### src/rtl/opm_window_acc_if.sv
// ---------------------------------------------------------------------------
// opm_window_acc_if
// Bundles the sample input side and the result valid/ready side of
// opm_window_acc.
//   slave  modport : the accumulator (consumes samples, produces results)
//   master modport : the producer/consumer environment driving it
// Signals:
//   en, clear, pwr_in, thresh    sample qualifier, window restart, power word,
//                                alarm threshold
//   out_valid / out_ready        result handshake
//   win_sum, win_avg, win_peak,
//   over_thresh, overrun_cnt     published window result and overrun count
// ---------------------------------------------------------------------------
interface opm_window_acc_if #(
    parameter int IN_W     = 10,
    parameter int WIN_LOG2 = 4,
    parameter int OVR_W    = 8
);
    logic                     en;
    logic                     clear;
    logic [IN_W-1:0]          pwr_in;
    logic [IN_W-1:0]          thresh;
    logic                     out_valid;
    logic                     out_ready;
    logic [IN_W+WIN_LOG2-1:0] win_sum;
    logic [IN_W-1:0]          win_avg;
    logic [IN_W-1:0]          win_peak;
    logic                     over_thresh;
    logic [OVR_W-1:0]         overrun_cnt;

    modport slave (
        input  en, clear, pwr_in, thresh, out_ready,
        output out_valid, win_sum, win_avg, win_peak, over_thresh, overrun_cnt
    );

    modport master (
        output en, clear, pwr_in, thresh, out_ready,
        input  out_valid, win_sum, win_avg, win_peak, over_thresh, overrun_cnt
    );
endinterface

### src/rtl/opm_window_acc.sv
// ---------------------------------------------------------------------------
// opm_window_acc
// Accumulates the per-cycle power word over windows of 2^WIN_LOG2 accepted
// samples. At window close it publishes sum, average (sum >> WIN_LOG2),
// peak and a threshold flag (avg > thresh) through a valid/ready register.
// A result replaced before acceptance bumps a saturating overrun counter.
//
// Ports:
//   clk    clock
//   rst_n  asynchronous active-low reset, clears all state
//   bus    opm_window_acc_if.slave (see interface file for signal list)
//
// Build option:
//   OPM_PEAK_EN  when defined, the running window maximum is tracked and
//                reported on win_peak; otherwise win_peak is tied to 0.
// ---------------------------------------------------------------------------
module opm_window_acc #(
    parameter int IN_W     = 10,
    parameter int WIN_LOG2 = 4,
    parameter int OVR_W    = 8
) (
    input  logic              clk,
    input  logic              rst_n,
    opm_window_acc_if.slave   bus
);
    localparam int SUM_W = IN_W + WIN_LOG2;

    logic [SUM_W-1:0]    acc_reg;
    logic [WIN_LOG2-1:0] cnt_reg;
    logic                out_valid_reg;
    logic [SUM_W-1:0]    win_sum_reg;
    logic                over_thresh_reg;
    logic [OVR_W-1:0]    overrun_reg;

    logic                take_sample;
    logic                win_close;
    logic [SUM_W-1:0]    sum_next;
    logic [IN_W-1:0]     avg_next;

    // clear drops the sample on its cycle and overrides a window close
    assign take_sample = bus.en && !bus.clear;
    assign win_close   = take_sample && (&cnt_reg);
    assign sum_next    = acc_reg + SUM_W'(bus.pwr_in);
    assign avg_next    = sum_next[SUM_W-1:WIN_LOG2];

`ifdef OPM_PEAK_EN
    logic [IN_W-1:0] run_peak_reg;
    logic [IN_W-1:0] win_peak_reg;
    logic [IN_W-1:0] peak_next;

    assign peak_next = (bus.pwr_in > run_peak_reg) ? bus.pwr_in : run_peak_reg;

    always_ff @(posedge clk or negedge rst_n) begin
        if (!rst_n) begin
            run_peak_reg <= '0;
            win_peak_reg <= '0;
        end else begin
            if (bus.clear || win_close) begin
                run_peak_reg <= '0;
            end else if (take_sample) begin
                run_peak_reg <= peak_next;
            end
            if (win_close) begin
                win_peak_reg <= peak_next;
            end
        end
    end

    assign bus.win_peak = win_peak_reg;
`else
    assign bus.win_peak = '0;
`endif

    // Window accumulator and sample counter
    always_ff @(posedge clk or negedge rst_n) begin
        if (!rst_n) begin
            acc_reg <= '0;
            cnt_reg <= '0;
        end else if (bus.clear || win_close) begin
            acc_reg <= '0;
            cnt_reg <= '0;
        end else if (take_sample) begin
            acc_reg <= sum_next;
            cnt_reg <= cnt_reg + 1'b1;
        end
    end

    // Result register and handshake. A close always loads and keeps valid
    // high; it only counts as an overrun when the held result was not
    // being accepted in the same cycle.
    always_ff @(posedge clk or negedge rst_n) begin
        if (!rst_n) begin
            out_valid_reg   <= 1'b0;
            win_sum_reg     <= '0;
            over_thresh_reg <= 1'b0;
            overrun_reg     <= '0;
        end else if (win_close) begin
            out_valid_reg   <= 1'b1;
            win_sum_reg     <= sum_next;
            over_thresh_reg <= (avg_next > bus.thresh);
            if (out_valid_reg && !bus.out_ready && (overrun_reg != '1)) begin
                overrun_reg <= overrun_reg + 1'b1;
            end
        end else if (out_valid_reg && bus.out_ready) begin
            out_valid_reg <= 1'b0;
        end
    end

    assign bus.out_valid   = out_valid_reg;
    assign bus.win_sum     = win_sum_reg;
    assign bus.win_avg     = win_sum_reg[SUM_W-1:WIN_LOG2];
    assign bus.over_thresh = over_thresh_reg;
    assign bus.overrun_cnt = overrun_reg;

endmodule
### src/flat_wrapper.sv
// flat-port wrapper written by rule: the top's interface ports become plain ports
module opm_window_acc_flat 
#(
    parameter int IN_W     = 10,
    parameter int WIN_LOG2 = 4,
    parameter int OVR_W    = 8
)
  (clk, rst_n, bus_en, bus_clear, bus_pwr_in, bus_thresh, bus_out_ready, bus_out_valid, bus_win_sum, bus_win_avg, bus_win_peak, bus_over_thresh, bus_overrun_cnt);
  opm_window_acc_if #(.IN_W(IN_W), .WIN_LOG2(WIN_LOG2), .OVR_W(OVR_W)) bus_i ();
  input  logic clk;
  input  logic rst_n;
  input wire logic [$bits(bus_i.en)-1:0] bus_en;
  input wire logic [$bits(bus_i.clear)-1:0] bus_clear;
  input wire logic [$bits(bus_i.pwr_in)-1:0] bus_pwr_in;
  input wire logic [$bits(bus_i.thresh)-1:0] bus_thresh;
  input wire logic [$bits(bus_i.out_ready)-1:0] bus_out_ready;
  output wire logic [$bits(bus_i.out_valid)-1:0] bus_out_valid;
  output wire logic [$bits(bus_i.win_sum)-1:0] bus_win_sum;
  output wire logic [$bits(bus_i.win_avg)-1:0] bus_win_avg;
  output wire logic [$bits(bus_i.win_peak)-1:0] bus_win_peak;
  output wire logic [$bits(bus_i.over_thresh)-1:0] bus_over_thresh;
  output wire logic [$bits(bus_i.overrun_cnt)-1:0] bus_overrun_cnt;
  assign bus_i.en = bus_en;
  assign bus_i.clear = bus_clear;
  assign bus_i.pwr_in = bus_pwr_in;
  assign bus_i.thresh = bus_thresh;
  assign bus_i.out_ready = bus_out_ready;
  assign bus_out_valid = bus_i.out_valid;
  assign bus_win_sum = bus_i.win_sum;
  assign bus_win_avg = bus_i.win_avg;
  assign bus_win_peak = bus_i.win_peak;
  assign bus_over_thresh = bus_i.over_thresh;
  assign bus_overrun_cnt = bus_i.overrun_cnt;
  opm_window_acc #(.IN_W(IN_W), .WIN_LOG2(WIN_LOG2), .OVR_W(OVR_W)) u_core (.clk(clk), .rst_n(rst_n), .bus(bus_i));
endmodule
### config.mk
export PLATFORM = sky130hd
export DESIGN_NAME = opm_window_acc_flat
export DESIGN_NICKNAME = d
export VERILOG_FILES = /design/src/rtl/opm_window_acc_if.sv /design/src/rtl/opm_window_acc.sv /design/src/flat_wrapper.sv
export SDC_FILE = /design/constraint.sdc
export NUM_CORES = 1
export LEC_CHECK = 0
export ABC_AREA = 1
export CAP_MARGIN = 30
export CORE_UTILIZATION = 52
export CTS_BUF_LIST = sky130_fd_sc_hd__clkbuf_2
export CTS_CLUSTER_SIZE = 8
export DETAILED_ROUTE_END_ITERATION = 6
export HOLD_SLACK_MARGIN = 0.1
export PLACE_DENSITY = 0.83
export REMOVE_ABC_BUFFERS = 1
export SYNTH_ARGS = -nofsm -noshare
export SYNTH_HDL_FRONTEND = slang
export SYNTH_SLANG_ARGS = --single-unit
### constraint.sdc
create_clock -name clk -period 2.7 [get_ports clk]
set_clock_uncertainty 0.05 [all_clocks]
set_input_delay 0.405 -clock clk [delete_from_list [all_inputs] [get_ports clk]]
set_output_delay 0.405 -clock clk [all_outputs]
set_load 0.01 [all_outputs]
Word-level counts from Yosys, hierarchy flattened
Index checks and enable logic that the tools add are counted.
{ "word_totals": {"regBits": 42, "in_bits": 25, "out_inout_bits": 44} }
{ "classes": {"addsub": 3, "n_lt_le_gt_ge": 1, "n_eq_ne": 1, "muxes": 6, "reduce_logical": 12} }
{ "ops": {"columns": ["cell", "n"], "rows": [
  ["$mux W14", 2],
  ["$add A14 B10 Y14", 1],
  ["$gt A10 B10 Y1", 1],
  ["$add A8 B1 Y8 const B", 1],
  ["$mux W4", 2],
  ["$ne A8 B8 Y1 const B", 1],
  ["$logic_and A1 B1 Y1", 5],
  ["$add A4 B1 Y4 const B", 1],
  ["$reduce_and A4 Y1", 1],
  ["$reduce_bool A2 Y1", 2],
  ["$logic_not A1 Y1", 2],
  ["$mux W1", 2],
  ["$reduce_and A2 Y1", 1],
  ["$logic_or A1 B1 Y1", 1]
]} }

Logic depth before layout (Yosys ltp)
Gate-level depths: netlist (run 1).
{ "logic_depth": {"depth_word": 5, "mapped_depth": 17} }

Least setup slack after synthesis (run 1)
Ideal clock, no wire load.
{ "synth_timing": {"kind": "input port to flip-flop", "start": "input bus_pwr_in[0]", "end": "register u_core.over_thresh_reg (netlist: u_core.bus.over_thresh)", "setup_time_ps": 83, "t_arrival_ps": 2407, "required_ps": 2567, "slack_ps": 160, "cell_stages": 16, "n_path_buf": 0, "cell_sequence": "ha_1 -> inv_1 -> fa_1 -> inv_1 -> nand3_1 -> nand3_1 -> nand3_1 -> nand3_1 -> nand2_1 -> and2_1 -> ha_1 -> nand2_1 -> nor2_1 -> o211a_1 -> nor2_1 -> o21ai_0"} }
{ "synth_between": {"elab_chain_len": 2} }
{ "synth_lines": {"columns": ["element", "line_no", "rtl"], "rows": [
  ["start, declared", "flat_wrapper.sv:14", "input wire logic [$bits(bus_i.pwr_in)-1:0] bus_pwr_in;"],
  ["$add A14 B10 Y14", "opm_window_acc.sv:43", "assign sum_next = acc_reg + SUM_W'(bus.pwr_in);"],
  ["net u_core.sum_next[12]", "opm_window_acc.sv:37", "logic [SUM_W-1:0] sum_next;"],
  ["$gt A10 B10 Y1", "opm_window_acc.sv:100", "over_thresh_reg <= (avg_next > bus.thresh);"],
  ["end signal, assigned", "opm_window_acc.sv:100", null],
  ["end, declared", "opm_window_acc.sv:32", "logic over_thresh_reg;"]
]} }
The timed path passes the listed nets, and every way through them passes these cells.
A chain may end at the register's enable or synchronous reset.

Worst setup path after layout (run 1)
Same ends and word-level chain as after synthesis.

==> metrics.csv, run 1 <==
stage;metric;value;unit
critical_path;Startpoint Class;input pin;
global_routing;maximum number of pins on one net before global-route repair;43;
route;number of antenna-violating nets in the routed design;0;
synth;largest cells by area after synthesis;dfrtp_1 36%, nand2_1 16%, ha_1 9.4%;
route;first drt pass iteration count;4;
final_layout;area of all placed cells without fillers;3850;µm²
critical_path;kind of cell adding the most delay to the critical path;adder cells;
timing;slew at the pin closest to its max-slew limit;715;ps
global_routing;wire length of the first global-routing pass;11400;µm
timing;worst path setup slack after routing;84.9;ps
power;leakage;2.02;nW
clocking;clock root buffer;clkbuf_2;
clocking;Skew-Pair Late Insertion Delay;400;ps
route;total detailed-routing wirelength;6930;µm
timing;minimum clock period;2620;ps
global_routing;final global-route overflow total;0;
critical_path;Reg2Reg Depth;16;
placement;setup slack at placement;-510;ps
timing;final slew viol count;0;
synth;Synth Instances;396;
critical_path;maximum fanout along the worst path;4;
route;count of unresolved DRC violations after routing;0;
worst_hold_path;class of the tightest hold or removal check;input pin to async pin;
global_routing;number of global-route vias before repair;2573;
critical_path;cell mode on critical path;nand3_2;
final_layout;layout net count;527;
timing;hold violation total from the final report;0;
synth;count of flip-flops with a built-in enable after synthesis;0;
route;final routed wire length divided by cell count;12.6;µm
synth;combined area of all synthesized cells;2930;µm²
run;max-capacitance violation count;0;
global_routing;initial antenna violation count;0;
run_status;outcome;finished, final reports clean;
clocking;number of buffers created by CTS;5;
power;worst vdd ir;0.230;mV
synth;main flop type after synthesis;dfrtp_1;
critical_path;Worst Setup Path Type;input pin to flop;
route;vias;2711;
route;routed via count divided by cell count;4.94;
route;Initial DRC Count;138;
synth;commonest cells in the netlist;121 x nand2_1, 60 x inv_1, 42 x dfrtp_1, 28 x nand3_1, 22 x ha_1;
placement;post-detail-place hpwl;5270;µm
clocking;TritonCTS clock tree;built;
power;power density over the cells;413;nW/µm²
placement;area after detailed placement;3660;µm²
placement;PortBufs;58;
critical_path;Arr. time, crit path;2910;ps
critical_path;buffers and inverters on the worst path;3;
synth;fraction of synthesized cell area taken by the top area cell type;35.9;%
floorplan;Die Outline Area;5930;µm²
global_routing;global-route usage over all layers;24.2;%
synth;post-synth cell types;32;
final_layout;antenna cell count;0;
timing;Max Clk Rate;382;MHz
floorplan;starting utilization of the core area;55.6;%
critical_path;peak per-stage delay on the critical path;460;ps
synth;Avg Inst Size Synth;7.39;µm²
clocking;buffer levels on the longest clock path;2;
floorplan;num rows;26;
critical_path;cell chain of the critical path;clkdlybuf4s50_1 -> ha_2 -> inv_2 -> fa_2 -> inv_2 -> nand3_2 -> nand3_4 -> nand3_2 -> nand3_2 -> nand2_1 -> and2_4 -> ha_4 -> nand2_2 -> nor2_2 -> o211a_1 -> nor2_1 -> o21ai_0;
floorplan;Floorplan Core Area;5270;µm²
final_layout;share of layout cells above drive strength 1;15.0;%
synth;share of synthesized flip-flops with an asynchronous set or reset;100;%
critical_path;worst-path cell with the longest stage delay;clkdlybuf4s50_1;
floorplan;y dimension of the die;77.0;µm
critical_path;data required time of the critical path;3000;ps
synth;most numerous cell in the Yosys netlist;nand2_1;
critical_path;CP endpoint kind;flop;
placement;Routability Congestion;0.863;
timing;period utilisation layout;96.9;%
critical_path;Levels on crit path;17;
clocking;Reg clk slew, reported paths;220;ps
synth;Yosys warning count;0;
timing;final setup fails;0;
synth;post-synth top area cell;dfrtp_1;
synth;post-synthesis register bit count;42;
synth;register area share after synthesis;35.9;%
clocking;htree depth;2;
final_layout;area delta synth->final;31.6;%
floorplan;number of top-level pins;69;
floorplan;Die Wd;77.0;µm
timing;Max-Slew Margin vs Limit;52.2;%
clocking;# clock sinks;42;
## final cells by class
class,instances,area (µm²)
Timing Repair Buffer,93,861
Sequential cell,42,1050
Tap cell,70,87.6
Multi-Input combinational cell,276,1590
Fill cell,433,1420
Inverter,61,229
Clock buffer,7,35.0
## layer usage
layer | share of wire (%) | global-route usage [%] | up-vias
li1 | - | - | 1381
met1 | 43 | 30.1 | 1231
met2 | 48 | 42.9 | 83
met3 | 6.0 | 4.29 | 16
met4 | 2.1 | 6.60 | 0
met5 | 0 | 0 | -
## logic make-up after synthesis
group / Yosys count / synth area share (%)
and+or+nand+nor: 195 / 29.1
buffers and inverters: 87 / 14.4
DFF: 42 / 35.9
AOI/OAI and AO/OA: 36 / 6.84
adders and majority gates: 23 / 10.1
xor gates and xnor gates: 12 / 3.59
other: 1 / 0.128
## placed cells by master (no fill, tap or decap), types with 2 or more instances in the layout
cell type        count
ha_4                 2
xor2_1               7
inv_2                3
inv_1               58
conb_1              10
dfrtp_1             42
nand2_2              2
nand3_2              6
xnor2_1              4
o21ai_1              2
a21oi_2              2
ha_2                 2
nor3_2               2
nand2_1            120
and2_1               6
o21ai_0             15
nor3_1               3
clkbuf_2             7
a22o_1               3
a21oi_1             10
buf_4               33
nand3_1             24
nor2_2               4
ha_1                18
nand4_1              6
clkdlybuf4s50_1     57
nor2_1              16
## what timing repair did
| action | 4_1_cts | 5_1_grt |
|---|---|---|
| pin swaps | 0 | 7 |
| hold buffers | 0 | 1 |
| buffers inserted | 0 | 3 |
| resized for setup | 2 | 23 |
| setup endpoints to repair | 1 | 1 |
| hold endpoints to repair | 0 | 19 |
## path summary, 6_finish.rpt
path	endpoint	from	slack, ps
setup / recovery	u_core.bus.over_thresh$_DFFE_PN0P_	bus_pwr_in[0]	80
hold / removal	u_core.bus.win_sum[8]$_DFFE_PN0P_	rst_n	420
setup reg to reg	u_core.bus.over_thresh$_DFFE_PN0P_	u_core.acc_reg[0]$_DFFE_PN0P_	120
hold reg to reg	u_core.bus.win_sum[2]$_DFFE_PN0P_	u_core.bus.win_sum[2]$_DFFE_PN0P_	460
max in group asynchronous	u_core.acc_reg[11]$_DFFE_PN0P_	rst_n	1680
min in group clk	u_core.bus.win_sum[2]$_DFFE_PN0P_	u_core.bus.win_sum[2]$_DFFE_PN0P_	460
## report_power, final
| part | switching, mW | internal [mW] | total [mW] | leakage [nW] |
|---|---|---|---|---|
| clock network | 0.199 | 0.0675 | 0.266 | 0.0291 |
| registers | 0.0345 | 0.674 | 0.709 | 0.556 |
| logic | 0.320 | 0.296 | 0.617 | 1.43 |
| total | 0.554 | 1.04 | 1.59 | 2.02 |
## through the flow
stage	hold slack [ps]	utilization [%]	power (mW)	setup TNS, ps	std cells
final	419	73.1	1.59	0	549
after floorplan	59.4	-	1.03	0	379
after detailed placement	424	69.4	1.29	-510	537
after global placement	416	69.4	1.27	-413	537
after CTS	101	70.2	1.55	0	544
after global routing	437	73.1	1.71	-48.1	549
Note: power is estimated with default switching activity, not from simulation.
==> run 2: changes to the inputs <==
ABC_CLOCK_PERIOD_IN_PS = 2700   (was default)
PLACE_DENSITY = 0.89   (was 0.83)
==> run 2 against run 1 <==
Against the previous run:
- clock power rose by 35%
- register-to-register slack lost 50 ps
- setup slack worse by 35 ps
- global-route usage grew 0.70 points
- count of clock-buffer cells in the layout down 2
- critical path depth is 1 higher
- die area did not move
- via count up 3.7%
- routed wire length up 6.4%
- first-iteration DRC count decreased by 9.4%
- design area up 0.49%
- worst hold slack better by 50 ps
- largest cell class unchanged
- largest power group unchanged
- highest routed layer unchanged
==> metrics.csv, run 2 (same netlist as run 1, synthesis figures left out) <==
stage;metric;value;unit;change
run_status;outcome;finished, final reports clean;;unchanged
critical_path;data required time of the critical path;2980;ps;was 3000 ps
timing;final setup fails;0;;unchanged
route;final routed wire length divided by cell count;13.5;µm;was 12.6 µm
final_layout;fillcell total;403;;was 433
power;worst vdd ir;0.298;mV;was 0.230 mV
final_layout;non-filler cells, final;546;;was 549
timing;Max-Slew Margin vs Limit;36.8;%;was 52.2%
global_routing;maximum number of pins on one net before global-route repair;43;;unchanged
power;leakage;1.99;nW;was 2.02 nW
power;internal portion of total power;1.12;mW;was 1.04 mW
clocking;# clock sinks;42;;unchanged
final_layout;layout net count;524;;was 527
timing;hold violation total from the final report;0;;unchanged
global_routing;initial antenna violation count;0;;unchanged
timing;minimum clock period;2650;ps;was 2620 ps
floorplan;number of top-level pins;69;;unchanged
route;first drt pass iteration count;6;;was 4
floorplan;Floorplan Core Area;5270;µm²;unchanged
critical_path;register-to-register path setup slack;70;ps;was 120 ps
timing;final slew viol count;0;;unchanged
power;power share of the clock group;21.1;%;was 16.7%
clocking;number of buffers created by CTS;5;;unchanged
critical_path;Arr. time, crit path;2930;ps;was 2910 ps
route;number of antenna-violating nets in the routed design;0;;unchanged
global_routing;wire length of the first global-routing pass;11600;µm;was 11400 µm
final_layout;area delta synth->final;32.2;%;was 31.6%
floorplan;y dimension of the die;77.0;µm;unchanged
critical_path;Startpoint Class;input pin;;unchanged
power;proportion of power drawn by flip-flops and latches;41.8;%;was 44.5%
critical_path;CP endpoint kind;flop;;unchanged
final_layout;commonest non-fill, non-tap cell in the layout;nand2_1;;unchanged
timing;slew at the pin closest to its max-slew limit;949;ps;was 715 ps
final_layout;most frequent cells in the layout;118 x nand2_1, 58 x inv_1, 57 x clkdlybuf4s50_1;;was 120 x nand2_1, 58 x inv_1, 57 x clkdlybuf4s50_1
placement;Routability Congestion;0.915;;was 0.863
global_routing;number of global-route vias before repair;2656;;was 2573
power;power share of the combinational group;37.1;%;was 38.8%
final_layout;area of all placed cells without fillers;3870;µm²;was 3850 µm²
clocking;Skew-Pair Late Insertion Delay;420;ps;was 400 ps
clocking;TritonCTS clock tree;built;;unchanged
placement;post-detail-place hpwl;5370;µm;was 5270 µm
worst_hold_path;class of the tightest hold or removal check;flop to flop;;was input pin to async pin
route;routed via count divided by cell count;5.15;;was 4.94
run;max-capacitance violation count;0;;unchanged
timing;period utilisation layout;98.2;%;was 96.9%
placement;placed instance count;534;;was 537
route;count of unresolved DRC violations after routing;0;;unchanged
route;Initial DRC Count;125;;was 138
route;vias;2811;;was 2711
clocking;buffer levels on the longest clock path;2;;unchanged
placement;area after detailed placement;3630;µm²;was 3660 µm²
global_routing;global-route usage over all layers;24.9;%;was 24.2%
final_layout;Post-Route Utilization;73.5;%;was 73.1%
floorplan;starting utilization of the core area;55.6;%;unchanged
floorplan;num rows;26;;unchanged
final_layout;share of layout cells above drive strength 1;14.9;%;was 15.0%
placement;PortBufs;58;;unchanged
global_routing;final global-route overflow total;0;;unchanged
route;total detailed-routing wirelength;7370;µm;was 6930 µm
power;switching part of the total power;33.8;%;was 34.8%
clocking;clock root buffer;clkbuf_2;;unchanged
floorplan;Die Outline Area;5930;µm²;unchanged
timing;Max Clk Rate;377;MHz;was 382 MHz
timing;setup total negative slack;0;ps;unchanged
power;power density over the cells;439;nW/µm²;was 413 nW/µm²
critical_path;Worst Setup Path Type;input pin to flop;;unchanged
power;net switching component of the power;574;µW;was 554 µW
final_layout;antenna cell count;0;;unchanged
clocking;htree depth;2;;unchanged
clocking;Reg clk slew, reported paths;200;ps;was 220 ps
floorplan;Die Wd;77.0;µm;unchanged
critical_path;maximum fanout along the worst path;4;;unchanged
-- run 2: cell count changes in the layout (fill, tap and decap cells not counted), moves of 2 or more --
cell      delta
clkbuf_2     -2
buf_4        -2
nand2_1      -2
nand2_2      +2
ha_1         -4
o21ai_1      +2
ha_4         +4
-- run 2: area by class of cell --
type                    instances  area (µm²)  area share [%]
well taps                      70        87.6            2.26
inverters                      61         229            5.91
flip-flops and latches         42        1050            27.1
clock buffers                   5        25.0           0.646
repair buffers                 90         818            21.1
multi-input cells             276        1630            42.0
clock inverters                 2        33.8           0.873
-- run 2: path summary, 6_finish.rpt --
| check | depth (start not counted) | from | end |
|---|---|---|---|
| worst max-delay path | 18 | bus_pwr_in[0] | u_core.bus.over_thresh$_DFFE_PN0P_ |
| worst min-delay path | 2 | u_core.bus.win_sum[1]$_DFFE_PN0P_ | u_core.bus.win_sum[1]$_DFFE_PN0P_ |
| worst max register to register | 14 | u_core.acc_reg[3]$_DFFE_PN0P_ | u_core.bus.over_thresh$_DFFE_PN0P_ |
| worst min register to register | 2 | u_core.bus.win_sum[1]$_DFFE_PN0P_ | u_core.bus.win_sum[1]$_DFFE_PN0P_ |
| max in group asynchronous | 2 | rst_n | u_core.cnt_reg[0]$_DFFE_PN0P_ |
| min in group asynchronous | 2 | rst_n | u_core.acc_reg[6]$_DFFE_PN0P_ |
-- run 2: per-layer routing --
| metal | track usage (%) | vias up | part of all wire, % |
|---|---|---|---|
| met1 | 28.1 | 1307 | 41 |
| met3 | 5.36 | 15 | 6.6 |
| met2 | 44.3 | 113 | 50 |
| met5 | 0 | - | 0 |
| li1 | - | 1376 | - |
| met4 | 12.3 | 0 | 2.6 |
-- run 2: power groups by stage --
stage	Sequential (mW)	Combinational, mW	Clock (mW)
after floorplan	0.719	0.310	0
after CTS	0.706	0.574	0.363
after detailed placement	0.717	0.567	0
final	0.710	0.630	0.358
after global routing	0.717	0.700	0.395
after global placement	0.715	0.543	0
-- run 2: what timing repair did --
action                     in CTS  in global routing
hold buffers                    1                  0
hold endpoints to repair       42                  0
setup buffers                   0                  4
pin swaps                       0                 11
setup endpoints to repair       1                  1
resized for setup               2                 27
-- run 2: worst max-delay path, cell delays in order --
cell	delay, ps
clkdlybuf4s50_1	460
ha_2	180
inv_2	40
fa_2	400
inv_2	80
nand3_2	80
nand3_4	100
nand3_2	100
nand3_2	80
nand2_2	50
and2_4	140
ha_4	230
nand2_2	80
nor2_1	50
nor3_1	200
nand2_1	100
nor2_2	100
o21ai_1	60
-- run 2: stage by stage --
stage / power [mW] / setup slack [ps] / hold WS (ps)
finish: 1.70 / 49.6 / 469
global route: 1.81 / -81.2 / 479
CTS: 1.64 / 57.5 / 472
detailed placement: 1.28 / -477 / 420
global placement: 1.26 / -415 / 417
floorplan: 1.03 / 160 / 59.4
